==> config.mk <==
export PLATFORM = sky130hd
export DESIGN_NAME = writeback_arbiter
export DESIGN_NICKNAME = d
export VERILOG_FILES = /design/src/rtl/writeback_arbiter.sv
export SDC_FILE = /design/constraint.sdc
export NUM_CORES = 1
export LEC_CHECK = 0
export BUFFER_PORTS_ARGS = -buffer_cell sky130_fd_sc_hd__buf_2
export CAP_MARGIN = 25
export CORE_MARGIN = 2
export CORE_UTILIZATION = 55
export CTS_BUF_LIST = sky130_fd_sc_hd__clkbuf_4
export DETAILED_ROUTE_END_ITERATION = 8
export GPL_TIMING_DRIVEN = 0
export PLACE_DENSITY_LB_ADDON = 0.1
export SLEW_MARGIN = 20
export SYNTH_ARGS = -nofsm -noshare
export SYNTH_HDL_FRONTEND = slang
export SYNTH_SLANG_ARGS = --single-unit
export TNS_END_PERCENT = 1
==> constraint.sdc <==
create_clock -name clock -period 8.45 [get_ports clock]
set_clock_uncertainty 0.15 [all_clocks]
set_input_delay 0.4225 -clock clock [delete_from_list [all_inputs] [get_ports clock]]
set_output_delay 0.4225 -clock clock [all_outputs]
set_load 0.02 [all_outputs]
==> src/rtl/writeback_arbiter.sv <==
// ---------------------------------------------------------------------------
// writeback_arbiter
//
// Merges two register-file write sources into a single write port:
//   * ALU results, which have no backpressure and always win the port.
//   * Load results, which are buffered in a small FIFO and commit only in
//     cycles where no ALU result is present.
// A pending-load scoreboard marks registers with a load in flight. A bit is
// set when the load is issued and cleared when that load commits.
//
// Ports
//   clock, reset                   core clock; asynchronous active-high reset
//   aluValid/aluAddress/aluData    ALU result, one cycle, no stall
//   loadValid/loadReady            load result handshake (transfer on both high)
//   loadAddress/loadData           load result destination and value
//   issueValid/issueAddress        load issue; marks destination pending
//   rdAddress/rd/rdWriteEnable     registered register-file write port
//   pendingMask                    registered outstanding-load mask (bit 0 = 0)
// ---------------------------------------------------------------------------
module writeback_arbiter #(
   parameter int LOAD_DEPTH = 2
) (
   input  logic        clock,
   input  logic        reset,
   input  logic        aluValid,
   input  logic [4:0]  aluAddress,
   input  logic [31:0] aluData,
   input  logic        loadValid,
   output logic        loadReady,
   input  logic [4:0]  loadAddress,
   input  logic [31:0] loadData,
   input  logic        issueValid,
   input  logic [4:0]  issueAddress,
   output logic [4:0]  rdAddress,
   output logic [31:0] rd,
   output logic        rdWriteEnable,
   output logic [31:0] pendingMask
);

   localparam int PTR_W = (LOAD_DEPTH > 1) ? $clog2(LOAD_DEPTH) : 1;
   localparam int CNT_W = PTR_W + 1;

   // Load queue storage and pointers. Pointer width matches the power-of-two
   // depth, so the increments wrap naturally.
   logic [4:0]       q_addr_q [LOAD_DEPTH];
   logic [31:0]      q_data_q [LOAD_DEPTH];
   logic [PTR_W-1:0] wr_ptr_q, wr_ptr_d;
   logic [PTR_W-1:0] rd_ptr_q, rd_ptr_d;
   logic [CNT_W-1:0] count_q, count_d;

   logic [4:0]  rd_addr_q, rd_addr_d;
   logic [31:0] rd_data_q, rd_data_d;
   logic        rd_we_q, rd_we_d;
   logic [31:0] pend_q, pend_d;

   logic        load_ready;
   logic        push;
   logic        pop;
   logic [4:0]  head_addr;
   logic [31:0] head_data;

   always_comb begin
      // Ready depends only on the registered count. A pop this cycle does not
      // free a slot until the next cycle.
      load_ready = (count_q < CNT_W'(LOAD_DEPTH));
      push       = loadValid && load_ready;
      head_addr  = q_addr_q[rd_ptr_q];
      head_data  = q_data_q[rd_ptr_q];
      // The queue head uses the port only when the ALU leaves it idle. An
      // entry pushed this cycle is not yet counted, so it cannot bypass.
      pop        = !aluValid && (count_q != '0);

      rd_we_d   = 1'b0;
      rd_addr_d = rd_addr_q;
      rd_data_d = rd_data_q;
      if (aluValid) begin
         if (aluAddress != 5'd0) begin
            rd_we_d   = 1'b1;
            rd_addr_d = aluAddress;
            rd_data_d = aluData;
         end
      end else if (pop) begin
         if (head_addr != 5'd0) begin
            rd_we_d   = 1'b1;
            rd_addr_d = head_addr;
            rd_data_d = head_data;
         end
      end

      // Clear first, then set, so a same-edge issue to the same register
      // keeps the bit high.
      pend_d = pend_q;
      if (pop) begin
         pend_d[head_addr] = 1'b0;
      end
      if (issueValid) begin
         pend_d[issueAddress] = 1'b1;
      end
      pend_d[0] = 1'b0;

      wr_ptr_d = push ? (wr_ptr_q + PTR_W'(1)) : wr_ptr_q;
      rd_ptr_d = pop  ? (rd_ptr_q + PTR_W'(1)) : rd_ptr_q;
      case ({push, pop})
         2'b10:   count_d = count_q + CNT_W'(1);
         2'b01:   count_d = count_q - CNT_W'(1);
         default: count_d = count_q;
      endcase
   end

   always_ff @(posedge clock or posedge reset) begin
      if (reset) begin
         wr_ptr_q  <= '0;
         rd_ptr_q  <= '0;
         count_q   <= '0;
         rd_addr_q <= '0;
         rd_data_q <= '0;
         rd_we_q   <= 1'b0;
         pend_q    <= '0;
         for (int i = 0; i < LOAD_DEPTH; i++) begin
            q_addr_q[i] <= '0;
            q_data_q[i] <= '0;
         end
      end else begin
         wr_ptr_q  <= wr_ptr_d;
         rd_ptr_q  <= rd_ptr_d;
         count_q   <= count_d;
         rd_addr_q <= rd_addr_d;
         rd_data_q <= rd_data_d;
         rd_we_q   <= rd_we_d;
         pend_q    <= pend_d;
         if (push) begin
            q_addr_q[wr_ptr_q] <= loadAddress;
            q_data_q[wr_ptr_q] <= loadData;
         end
      end
   end

   assign loadReady     = load_ready;
   assign rdAddress     = rd_addr_q;
   assign rd            = rd_data_q;
   assign rdWriteEnable = rd_we_q;
   assign pendingMask   = pend_q;

endmodule

# Word level (Yosys, flattened, before mapping)
# Cells that the tools add are included.
# totals
regBits	147
inputBits	84
output_inout_bits	71
elab_cells	75
# op_classes
n_addsub	4
n_lt_le_gt_ge	8
n_eq_ne	3
muxes	31
bitwise_logic	5
n_reduce_logical	13
# op_table
operator	count
$mux 32	10
$bwmux 64	1
$mux 5	8
$and 32x32->32	1
$demux 32 s1	1
$not 32->32	1
$or 32x32->32	1
$lt 5x6->1 const B	2
$bwmux 10	1
$demux 1 s5	2
$ge 5x1->1 const B	2
$reduce_bool 5->1	2
$reduce_bool 2->1	4
$mux 1	6
$demux 5 s1	1
$logic_and 1x1->1	5
$ge 2x2->1 const B	2
$not 1->2	2
$pmux 2 s2	1
$reduce_and 3->1	1
$add 1x1->1 const B	2
$add 2x1->2 const B	1
$eq 2x1->1 const B	1
$eq 2x2->1 const B	1
5 further kinds	5

# Logic depth before layout (Yosys ltp)
# Gate-level depths: netlist of the first run.
# depth
word_depth	13
mapped_depth	7
ltp_nobuf	6

# Least setup slack after synthesis of the first run
# OpenSTA, ideal clock, no wires.
# synth_path
path_kind	reg-to-reg
start	reg count_q[1]
end	reg q_addr_q[5] (netlist bit)
setup_time_ps	125
arrival_time_ps	1776
t_required_ps	8175
path_slack_ps	6399
path_stages_with_launch	6
path_buffers	1
synth_period_minus_slack_ps	2051
cell_sequence	dfrtp_1 > inv_1 > nand2_1 > nor2_1 > buf_2 > mux2_2
# synth_via
elab_chain_len	2
# synth_rtl
element	line_no	rtl
start, declared	49	logic [CNT_W-1:0] count_q, count_d;
start signal, assigned	126	count_q <= count_d;
$lt 2x2->1	65	load_ready = (count_q < CNT_W'(LOAD_DEPTH));
net loadReady	29	output logic loadReady,
$logic_and 1x1->1	66	push = loadValid && load_ready;
end signal, assigned by index	132	q_addr_q[wr_ptr_q] <= loadAddress;
end, declared	45	logic [4:0] q_addr_q [LOAD_DEPTH];
# The timed path passes the listed nets, and every way through them passes these cells.
# A chain may end at the register's enable or synchronous reset.

# Final worst setup path of the first run
# layout_path
start	reg rd_ptr_q
end	reg pend_q[18] (netlist: pendingMask[18])
# layout_via
elab_chain_len	13
elab_cells_between_ends	14
cone_classes	2 x order compare; 7 x mux; 4 x bitwise; 1 x reduce/logical
# layout_rtl
element	line_no	rtl
start, declared	48	logic [PTR_W-1:0] rd_ptr_q, rd_ptr_d;
start signal, assigned	125	rd_ptr_q <= rd_ptr_d;
$not 1->2 (implied by the code) *	67	head_addr = q_addr_q[rd_ptr_q];
$mux 5 (implied by the code) * (3 in a row)	67	
$lt 5x6->1 (implied by the code) or $ge 5x1->1 (tied branches)	94	pend_d[head_addr] = 1'b0;
$logic_and 1x1->1 (implied by the code)	94	
$mux 1 (implied by the code)	94	
$demux 1 s5 *	94	
$not 32->32 (no line) *	--	
$and 32x32->32 (no line) *	--	
$mux 32 *	93	if (pop) begin
$or 32x32->32 (no line)	--	
$mux 32 *	96	if (issueValid) begin
net pend_d[18]	54	logic [31:0] pend_q, pend_d;
end signal, assigned	130	pend_q <= pend_d;
end, declared	54	
# Mark *: on every way through the listed nets, which the timed path passes. The rest lies on a longest branch. The select of a mux whose other input is x is not followed.

==> results of run 1 <==
area by class of cell:
| type | instances | area [µm²] | area share (%) |
|---|---|---|---|
| multi-input cells | 308 | 2566 | 30.08 |
| plain buffers | 24 | 142.6 | 1.672 |
| clock inverters | 15 | 285.3 | 3.344 |
| repair buffers | 228 | 1529 | 17.92 |
| well taps | 143 | 178.9 | 2.097 |
| clock buffers | 17 | 127.6 | 1.496 |
| flip-flops and latches | 147 | 3679 | 43.12 |
| inverters | 4 | 22.52 | 0.2640 |
per-layer routing:
layer	vias to the layer above	global-route usage, %	wire [µm]
met2	180	45.29	8168
met5	-	0	0
met4	0	13.25	414
met1	2529	33.61	6845
li1	2290	-	-
met3	38	6.369	880
cells in the final DEF, fill, tap and decap left out, types with 10 or more instances in the layout:
cell,n
clkbuf_1,10
and2_1,33
buf_2,159
clkbuf_4,17
a221o_1,37
o21ai_0,72
mux2_2,107
dfrtp_1,147
dlygate4sd3_1,73
timing repair:
action | in CTS | in global routing
setup buffers | 0 | 0
gates resized for setup | 0 | 0
hold endpoints to repair | 147 | 0
hold buffers | 73 | 0
power by group:
group          total (W)  switching, W  internal [W]
clock network   0.000606      0.000255      0.000351
registers        0.00126      0.000207       0.00105
logic            0.00131      0.000683      0.000627
state kept, by name, indices dropped and copies added, names as in the netlist:
signal / count
q_data_q: 64
rd: 32
pendingMask: 31
q_addr_q: 10
rdAddress: 5
count_q: 2
rdWriteEnable: 1
rd_ptr_q: 1
wr_ptr_q: 1
worst max-delay path by stage:
stage                 endpoint  cells after the start           from
4_1_cts        pendingMask[29]                      6       rd_ptr_q
2_1_floorplan       count_q[0]                      1          reset
3_5_place_dp            rd[15]                      6  aluAddress[0]
3_3_place_gp   pendingMask[14]                      2          reset
6_report       pendingMask[18]                      6       rd_ptr_q
5_1_grt           q_data_q[59]                      5     count_q[1]
per-stage QoR:
stage / std cells / hold slack (ns) / setup slack [ns] / total power (W) / area [µm²]
3_5_place_dp: 780 / 0.2710 / 6.036 / 0.002545 / 7382
4_1_cts: 885 / 0.0003871 / 5.983 / 0.003179 / 8526
6_report: 886 / 0.04349 / 6.047 / 0.003177 / 8531
5_1_grt: 886 / 0.02055 / 5.813 / 0.003356 / 8531
2_1_floorplan: 483 / 0.3188 / 3.926 / 0.002139 / 6402
3_3_place_gp: 779 / 0.3306 / 2.545 / 0.002488 / 7347
worst min-delay path, delay by kind of cell:
family | cells | cell delay [ns]
AO/OA/AOI/OAI | 1 | 0.11
buffers and inverters | 1 | 0.08
AND/OR/NAND/NOR | 1 | 0.12
kinds of logic (layout without fill, tap and decap cells):
family / after synthesis / in the layout
flip-flops: 147 / 147
AO/OA/AOI/OAI: 114 / 114
multiplexers: 112 / 112
AND/OR/NAND/NOR: 75 / 75
buffers and inverters: 28 / 288
XOR/XNOR: 5 / 5
adder cells (fa/ha/maj): 1 / 1
other: 1 / 1
==> results.tsv, run 1 <==
metric	value	unit
status	finished, final reports clean	
initial core utilization	56.31	%
TNS Setup	0	ns
die height	111.9	µm
Synth Warn #	0	
Slew Viols, Final	0	
Final period util	28.44	%
min-delay worst type	in2reg	
synth unique cells	31	
row cnt	39	
EDFF count, synth	0	
gpl congestion	0.8085	
TritonCTS clock tree	built	
CP most frequent cell	o21ai_0	
post-synthesis register bit count	147	
Die X	111.9	µm
largest family of logic cells by synthesized area	multiplexers	
antenna-violating nets left	0	
Slew HR	28.08	%
first-pass GRT wire length	26.60	mm
crit path DAT	2.73	ns
Post-Route WL	16.31	mm
vias in the first global route	5370	
Netlist Area Pre-Place	6402	µm²
share of cells above drive strength 1	42.13	%
slowest stage delay, CP	0.83	ns
FF-to-FF setup slack	6.05	ns
Final Hold Viols	0	
routed len/inst	18.41	µm
insertion delay of the later-clocked pin in the worst-skew pair	0.57	ns
Worst-Margin Slew	1.068	ns
hold path endpoint	rd[27]	
nets	815	
PwrDens	372.4	nW/µm²
worst r2r src	rd_ptr_q	
worst vdd ir	0.0002376	V
total clock sinks	147	
Post-synth ARST share	100.0	%
most frequent cell after synthesis	dfrtp_1	
max cap viols	0	
Crit path max-delay family	compound AO/OA/AOI/OAI gates	
Area growth syn-to-layout	33.24	%
DR iter-0 viols	266	
RSZ-0062 raised after global routing	false	
startpoint types	register	
fillcell total	782	
vias per cell	5.685	
final setup vio count	0	
largest net degree at the start of global routing	110	
via count	5037	
crit path kind	reg2reg	
Clock transition at path regs	0.12	ns
mux cell area share after synthesis	19.60	%
number of inserted diodes	0	
Max Freq	0.4161	GHz
top cells by count, synth	dfrtp_1, mux2_2, o21ai_0	
Synth top area share	57.46	%
Slowest-stage cell, CP	o21ai_0	
post-synthesis adder-cell area fraction	0.1954	%
I/O Buffers	153	
final core occ	75.03	%
Max clock buf depth	2	
RR Endpoint	pendingMask[18]	
post-synthesis sequential area ratio	57.46	%
Synth Flop Type	dfrtp_1	
antenna violations before repair	0	
Crit. End Element	register	
minimum clock period	2.403	ns
Net Count, Synth	568	
total grt overflow	0	
FF-to-FF path depth	6	
CP required	8.78	ns
Core ar.	11370	µm²
die area	12520	µm²
Initial DRT Pass Iterations	5	
hold_sp	aluData[27]	
detailed-route DRC error count	0	
leakage power	3.882	nW
dominant cells by area after synthesis	dfrtp_1, mux2_2, a221o_1	
worst hold stages	3	
GRT Overall Usage	27.21	%
DP HPWL	10.33	mm
CTS Root Cell	clkbuf_4	
mean post-synth cell area	13.26	µm²
WP buf/inv	2	
cell count after synthesis	483	
complex-gate fraction of the synthesized area	12.00	%
area leader, netlist	dfrtp_1	
simple-gate area share of the yosys netlist	7.543	%
H-tree levels	4	
Post-Synth XOR/XNOR Area	0.6840	%
CP Max Fanout	10	
crit-path cells	clkbuf_1 -> buf_2 -> nor3b_1 -> o21ai_0 -> o21ai_0 -> o21ai_0	
Inserted Clock Buffers	17	
Ports	155	
(Power assumes the default switching activity.)
==> run 2, diff against run 1 <==
--- a/config.mk
+++ b/config.mk
@@ -8,7 +8,7 @@
 export BUFFER_PORTS_ARGS = -buffer_cell sky130_fd_sc_hd__buf_2
 export CAP_MARGIN = 25
 export CORE_MARGIN = 2
-export CORE_UTILIZATION = 55
+export CORE_UTILIZATION = 50
 export CTS_BUF_LIST = sky130_fd_sc_hd__clkbuf_4
 export DETAILED_ROUTE_END_ITERATION = 8
 export GPL_TIMING_DRIVEN = 0
==> constraint.sdc (replaced) <==
create_clock -name clock -period 2.2 [get_ports clock]
set_clock_uncertainty 0.15 [all_clocks]
set_input_delay 0.11 -clock clock [delete_from_list [all_inputs] [get_ports clock]]
set_output_delay 0.11 -clock clock [all_outputs]
set_load 0.02 [all_outputs]
==> run 2 against run 1 <==
First-iteration DRC count is 18% lower. Critical path depth is the same. Sequential power increased to 3.8 times the previous value. Die area is 9.6% higher. Count of clock-buffer cells in the layout increased by 3. Critical path type unchanged. Largest cell class unchanged. Highest routed layer unchanged.
==> results.tsv, run 2 (synthesis results as in run 1) <==
metric	value	unit	change
DP HPWL	10.66	mm	+3.1%
met3 global-route usage	5.458	%	-0.91 points
Slew HR	44.87	%	+17 points
fillcell total	954		+22%
Initial DRT Pass Iterations	5		unchanged
antenna-violating nets left	0		unchanged
share of cells above drive strength 1	42.69	%	+0.56 points
vias in the first global route	5055		-5.9%
most frequent cells in the layout	buf_2, dfrtp_1, mux2_2, dlygate4sd3_1, o21ai_0		
Final Hold Viols	0		unchanged
FF-to-FF setup slack	0.02	ns	-6.03 ns
PwrDens	1321	nW/µm²	+250%
leakage power	3.897	nW	+0.39%
max reg flops	64		unchanged
GRT Overall Usage	24.24	%	-3.0 points
Worst Hold Slack	0.05089	ns	+0.007401 ns
Final period util	99.25	%	+71 points
largest net degree at the start of global routing	33		-70%
Max Freq	0.4580	GHz	+10%
placed cells	813		+4.2%
RSZ-0062 raised after global routing	true		
minimum clock period	2.184	ns	-0.2199 ns
die area	13730	µm²	+9.6%
Ports	155		unchanged
grt met1 use	32.50	%	-1.1 points
insertion delay of the later-clocked pin in the worst-skew pair	0.55	ns	-0.02 ns
Post-Route WL	15.67	mm	-3.9%
number of inserted diodes	0		unchanged
vias per cell	5.338		-6.1%
Clock transition at path regs	0.12	ns	about the same
total clock sinks	147		unchanged
Area growth syn-to-layout	34.40	%	
I/O Buffers	153		unchanged
via count	4970		-1.3%
DR iter-0 viols	219		-18%
die height	117.2	µm	+4.7%
initial core utilization	50.94	%	-5.4 points
Die X	117.2	µm	+4.7%
routed len/inst	16.83	µm	-8.6%
area of the multi-input gates	2591	µm²	+0.98%
crit path kind	reg2reg		
max cap viols	0		unchanged
CTS Root Cell	clkbuf_4		
Inserted Clock Buffers	17		unchanged
total grt overflow	0		unchanged
busiest grt layer	met2		
Max clock buf depth	2		unchanged
RR Endpoint	rd[15]		
Crit. End Element	register		
gpl congestion	0.7807		-3.4%
min-delay worst type	in2async		
row cnt	41		+5.1%
first-pass GRT wire length	25.23	mm	-5.2%
CP required	2.49	ns	-6.29 ns
final setup vio count	0		unchanged
Finished Layout Cells	931		+5.1%
CP Launch Point	q_addr_q[7]		
CP Max Fanout	10		unchanged
nets	833		+2.2%
crit path DAT	2.47	ns	-0.26 ns
Register Area	3681	µm²	about the same
worst r2r src	q_addr_q[7]		
FF-to-FF path depth	6		unchanged
Largest Register	q_data_q		
status	finished, final reports clean		
H-tree levels	4		unchanged
startpoint types	register		
Core ar.	12570	µm²	+11%
TritonCTS clock tree	built		
Worst-Margin Slew	0.8183	ns	-0.2492 ns
worst vdd ir	0.0007368	V	+210%
detailed-route DRC error count	0		unchanged
Slew Viols, Final	0		unchanged
most common cell after layout, fill and taps aside	buf_2		
met2 GRT Util	39.43	%	-5.9 points
antenna violations before repair	0		unchanged
==> run 2: cell types whose count changed in the layout (fill, tap and decap cells not counted), sizes merged <==
cell,change
inv,-1
bufinv,-7
clkbuf,+2
clkinvlp,-2
dlygate4sd3,+14
buf,+5
clkinv,+5
==> run 2: layer usage <==
| layer | up-vias | routed length (µm) |
|---|---|---|
| li1 | 2321 | - |
| met1 | 2487 | 7110 |
| met2 | 144 | 7614 |
| met3 | 18 | 730 |
| met4 | 0 | 215 |
| met5 | - | 0 |
==> run 2: critical path: stages, from the launching register on <==
cell and delay [ns]:
dfrtp_2 0.47, or4_4 0.56, o2bb2ai_2 0.15, and2_4 0.15
buf_6 0.13, buf_6 0.14, a221o_1 0.32
==> run 2: area by class of cell <==
cell class              instances  area share, %
well taps                     172          2.501
inverters                       4         0.2181
clock buffers                  20          1.745
multi-input cells             308          30.11
repair buffers                246          20.10
plain buffers                  24          1.745
clock inverters                10         0.7998
flip-flops and latches        147          42.78
==> run 2: what timing repair did <==
item	in CTS	in global routing
hold buffers	87	0
hold endpoints to repair	230	0
resized for setup	11	14
pin swaps	0	3
setup buffers	0	1
endpoints found under the setup margin	84	94
==> run 2: report_power, final <==
group          switching (W)  internal, W  leakage, nW
registers           0.000792      0.00405         1.75
clock network       0.000890     0.000558        0.130
logic                0.00260      0.00247         2.02
total                0.00428      0.00708         3.90
==> run 2: through the flow <==
step | total power, W | cell area [µm²] | util (%) | setup WS (ns) | setup TNS (ns)
after detailed placement | 0.009802 | 7472 | 59.45 | -0.2291 | -6.150
after CTS | 0.01139 | 8577 | 68.24 | -0.008777 | -0.04339
after global routing | 0.01213 | 8605 | 68.46 | -0.03981 | -0.4243
after global placement | 0.009574 | 7387 | 58.78 | -0.7527 | -114.65
after floorplan | 0.008216 | 6406 | - | 0.09299 | 0
final | 0.01137 | 8605 | 68.46 | 0.01643 | 0
==> run 2: worst max-delay path by stage <==
stage                      end  slack [ns]  cells past startpoint
6_report                rd[15]        0.02                      6
5_1_grt        pendingMask[21]       -0.04                      7
4_1_cts                  rd[4]      -0.009                      6
3_5_place_dp   pendingMask[17]       -0.23                      6
3_3_place_gp       q_data_q[4]       -0.75                      2
2_1_floorplan       count_q[0]        0.09                      1
==> run 3, diff against run 2 <==
--- a/config.mk
+++ b/config.mk
@@ -13,6 +13,7 @@
 export DETAILED_ROUTE_END_ITERATION = 8
 export GPL_TIMING_DRIVEN = 0
 export PLACE_DENSITY_LB_ADDON = 0.1
+export RECOVER_POWER = 50
 export SLEW_MARGIN = 20
 export SYNTH_ARGS = -nofsm -noshare
 export SYNTH_HDL_FRONTEND = slang
==> run 3 against run 2 <==
Critical path type unchanged. Via count is 0.40% higher. Worst hold slack better by 0.13 ns. Critical endpoint is now rd[4]. Highest routed layer unchanged. Clock power hardly changed.
==> results.tsv, run 3 (synthesis results as in run 1) <==
metric	value	unit	change
status	finished, final reports clean		
nets	833		unchanged
total clock sinks	147		unchanged
crit-path cells	or4_4 -> o2bb2ai_2 -> and2_4 -> buf_6 -> buf_6 -> a221o_1		
Crit path max-delay family	simple AND/OR/NAND/NOR gates		
I/O Buffers	153		unchanged
Worst-Margin Slew	1.445	ns	+0.6267 ns
H-tree levels	4		unchanged
DP HPWL	10.66	mm	unchanged
Register Area	3681	µm²	unchanged
die height	117.2	µm	unchanged
Ports	155		unchanged
Crit. End Element	register		
fillcell total	965		+1.2%
GRT Overall Usage	24.24	%	unchanged
final setup vio count	0		unchanged
Area growth syn-to-layout	33.71	%	
hold path endpoint	q_data_q[8]		
initial core utilization	50.94	%	unchanged
hold_sp	loadData[8]		
slowest stage delay, CP	0.56	ns	about the same
leakage power	3.848	nW	-1.2%
crit path DAT	2.47	ns	about the same
worst r2r src	q_addr_q[7]		
CP most frequent cell	buf_6		
Die X	117.2	µm	unchanged
Final Hold Viols	0		unchanged
CP Max Fanout	10		unchanged
most common cell after layout, fill and taps aside	buf_2		
insertion delay of the later-clocked pin in the worst-skew pair	0.55	ns	about the same
area of the multi-input gates	2591	µm²	unchanged
CTS Root Cell	clkbuf_4		
Clock transition at path regs	0.11	ns	about the same
Slew Viols, Final	0		unchanged
CP required	2.49	ns	about the same
antenna violations before repair	0		unchanged
DR iter-0 viols	226		+3.2%
row cnt	41		unchanged
routed len/inst	16.80	µm	-0.17%
WP buf/inv	2		unchanged
max cap viols	0		unchanged
PwrDens	1324	nW/µm²	+0.20%
Final period util	99.33	%	about the same
via count	4990		+0.40%
Slowest-stage cell, CP	or4_4		
Slew HR	3.136	%	-42 points
detailed-route DRC error count	0		unchanged
min-delay worst type	in2reg		
Design Power	0.01133	W	-0.31%
FF-to-FF setup slack	0.01	ns	about the same
worst hold stages	3		
gpl congestion	0.7807		unchanged
antenna-violating nets left	0		unchanged
RSZ-0062 raised after global routing	true		
share of cells above drive strength 1	40.97	%	-1.7 points
minimum clock period	2.185	ns	+0.001636 ns
Worst Hold Slack	0.1856	ns	+0.1347 ns
most frequent cells in the layout	buf_2, dfrtp_1, mux2_2, dlygate4sd3_1, o21ai_0		
Max clock buf depth	2		unchanged
Initial DRT Pass Iterations	4		-1
vias in the first global route	5055		unchanged
Max Freq	0.4576	GHz	about the same
TritonCTS clock tree	built		
worst vdd ir	0.0007369	V	about the same
first-pass GRT wire length	25.23	mm	unchanged
die area	13730	µm²	unchanged
Inserted Clock Buffers	17		unchanged
crit path kind	reg2reg		
total grt overflow	0		unchanged
max reg flops	64		unchanged
startpoint types	register		
largest net degree at the start of global routing	33		unchanged
vias per cell	5.360		+0.40%
number of inserted diodes	0		unchanged
FF-to-FF path depth	6		unchanged
Largest Register	q_data_q		
Core ar.	12570	µm²	unchanged
Post-Route WL	15.65	mm	-0.17%
RR Endpoint	rd[4]		
[run 3: cell types whose count changed in the layout (fill, tap and decap cells not counted)]
cell / previous run / this run
clkinvlp_4: 1 / 0
buf_2: 160 / 147
clkbuf_1: 4 / 17
clkinvlp_2: 0 / 1
clkbuf_4: 20 / 22
buf_12: 4 / 2
[run 3: what timing repair did]
item	4_1_cts	5_1_grt
buffers inserted	0	1
resized for setup	11	14
pin swaps	0	3
endpoints found under the hold margin	230	0
hold buffers	87	0
endpoints found under the setup margin	84	94
[run 3: metrics by stage]
| step | setup slack (ns) | instance area (µm²) | util (%) | instances | setup TNS [ns] |
|---|---|---|---|---|---|
| floorplan | 0.09299 | 6406 | - | 483 | 0 |
| global placement | -0.7527 | 7387 | 58.78 | 808 | -114.65 |
| detailed placement | -0.2291 | 7472 | 59.45 | 813 | -6.150 |
| CTS | -0.008777 | 8577 | 68.24 | 930 | -0.04339 |
| global route | -0.03981 | 8561 | 68.11 | 931 | -0.4243 |
| finish | 0.01479 | 8561 | 68.11 | 931 | 0 |
[run 3: report_power, final]
group | internal, W | switching (W)
Sequential | 0.00405 | 0.000799
Combinational | 0.00244 | 0.00260
Clock | 0.000558 | 0.000889
[run 3: worst reg2reg max path: stages, from the launching register on]
cell and delay [ns]:
dfrtp_2 0.47, or4_4 0.56, o2bb2ai_2 0.15, and2_4 0.15, buf_6 0.13, buf_6 0.14, a221o_1 0.33
[run 3: final cells by class]
class	count	area share (%)
multi-input combinational	308	30.27
timing repair buffer	246	19.72
buffer	24	1.754
clock inverter	10	0.8039
tap	172	2.514
inverter	4	0.1900
sequential	147	43.00
clock buffer	20	1.754
[run 3: routing by layer]
| metal | share of wire, % | vias to the layer above | global-route usage (%) |
|---|---|---|---|
| li1 | - | 2322 | - |
| met1 | 45 | 2506 | 32.50 |
| met2 | 48 | 144 | 39.43 |
| met3 | 4.8 | 18 | 5.458 |
| met4 | 1.4 | 0 | 7.922 |
| met5 | 0 | - | 0 |
[run 3: worst max path at each step]
stage | startpoint | endpoint | slack [ns] | depth (start not counted)
global route | rd_ptr_q | pendingMask[21] | -0.04 | 7
floorplan | reset | count_q[0] | 0.09 | 1
detailed placement | rd_ptr_q | pendingMask[17] | -0.23 | 6
CTS | q_addr_q[2] | rd[4] | -0.009 | 6
finish | q_addr_q[7] | rd[4] | 0.01 | 6
global placement | reset | q_data_q[4] | -0.75 | 2
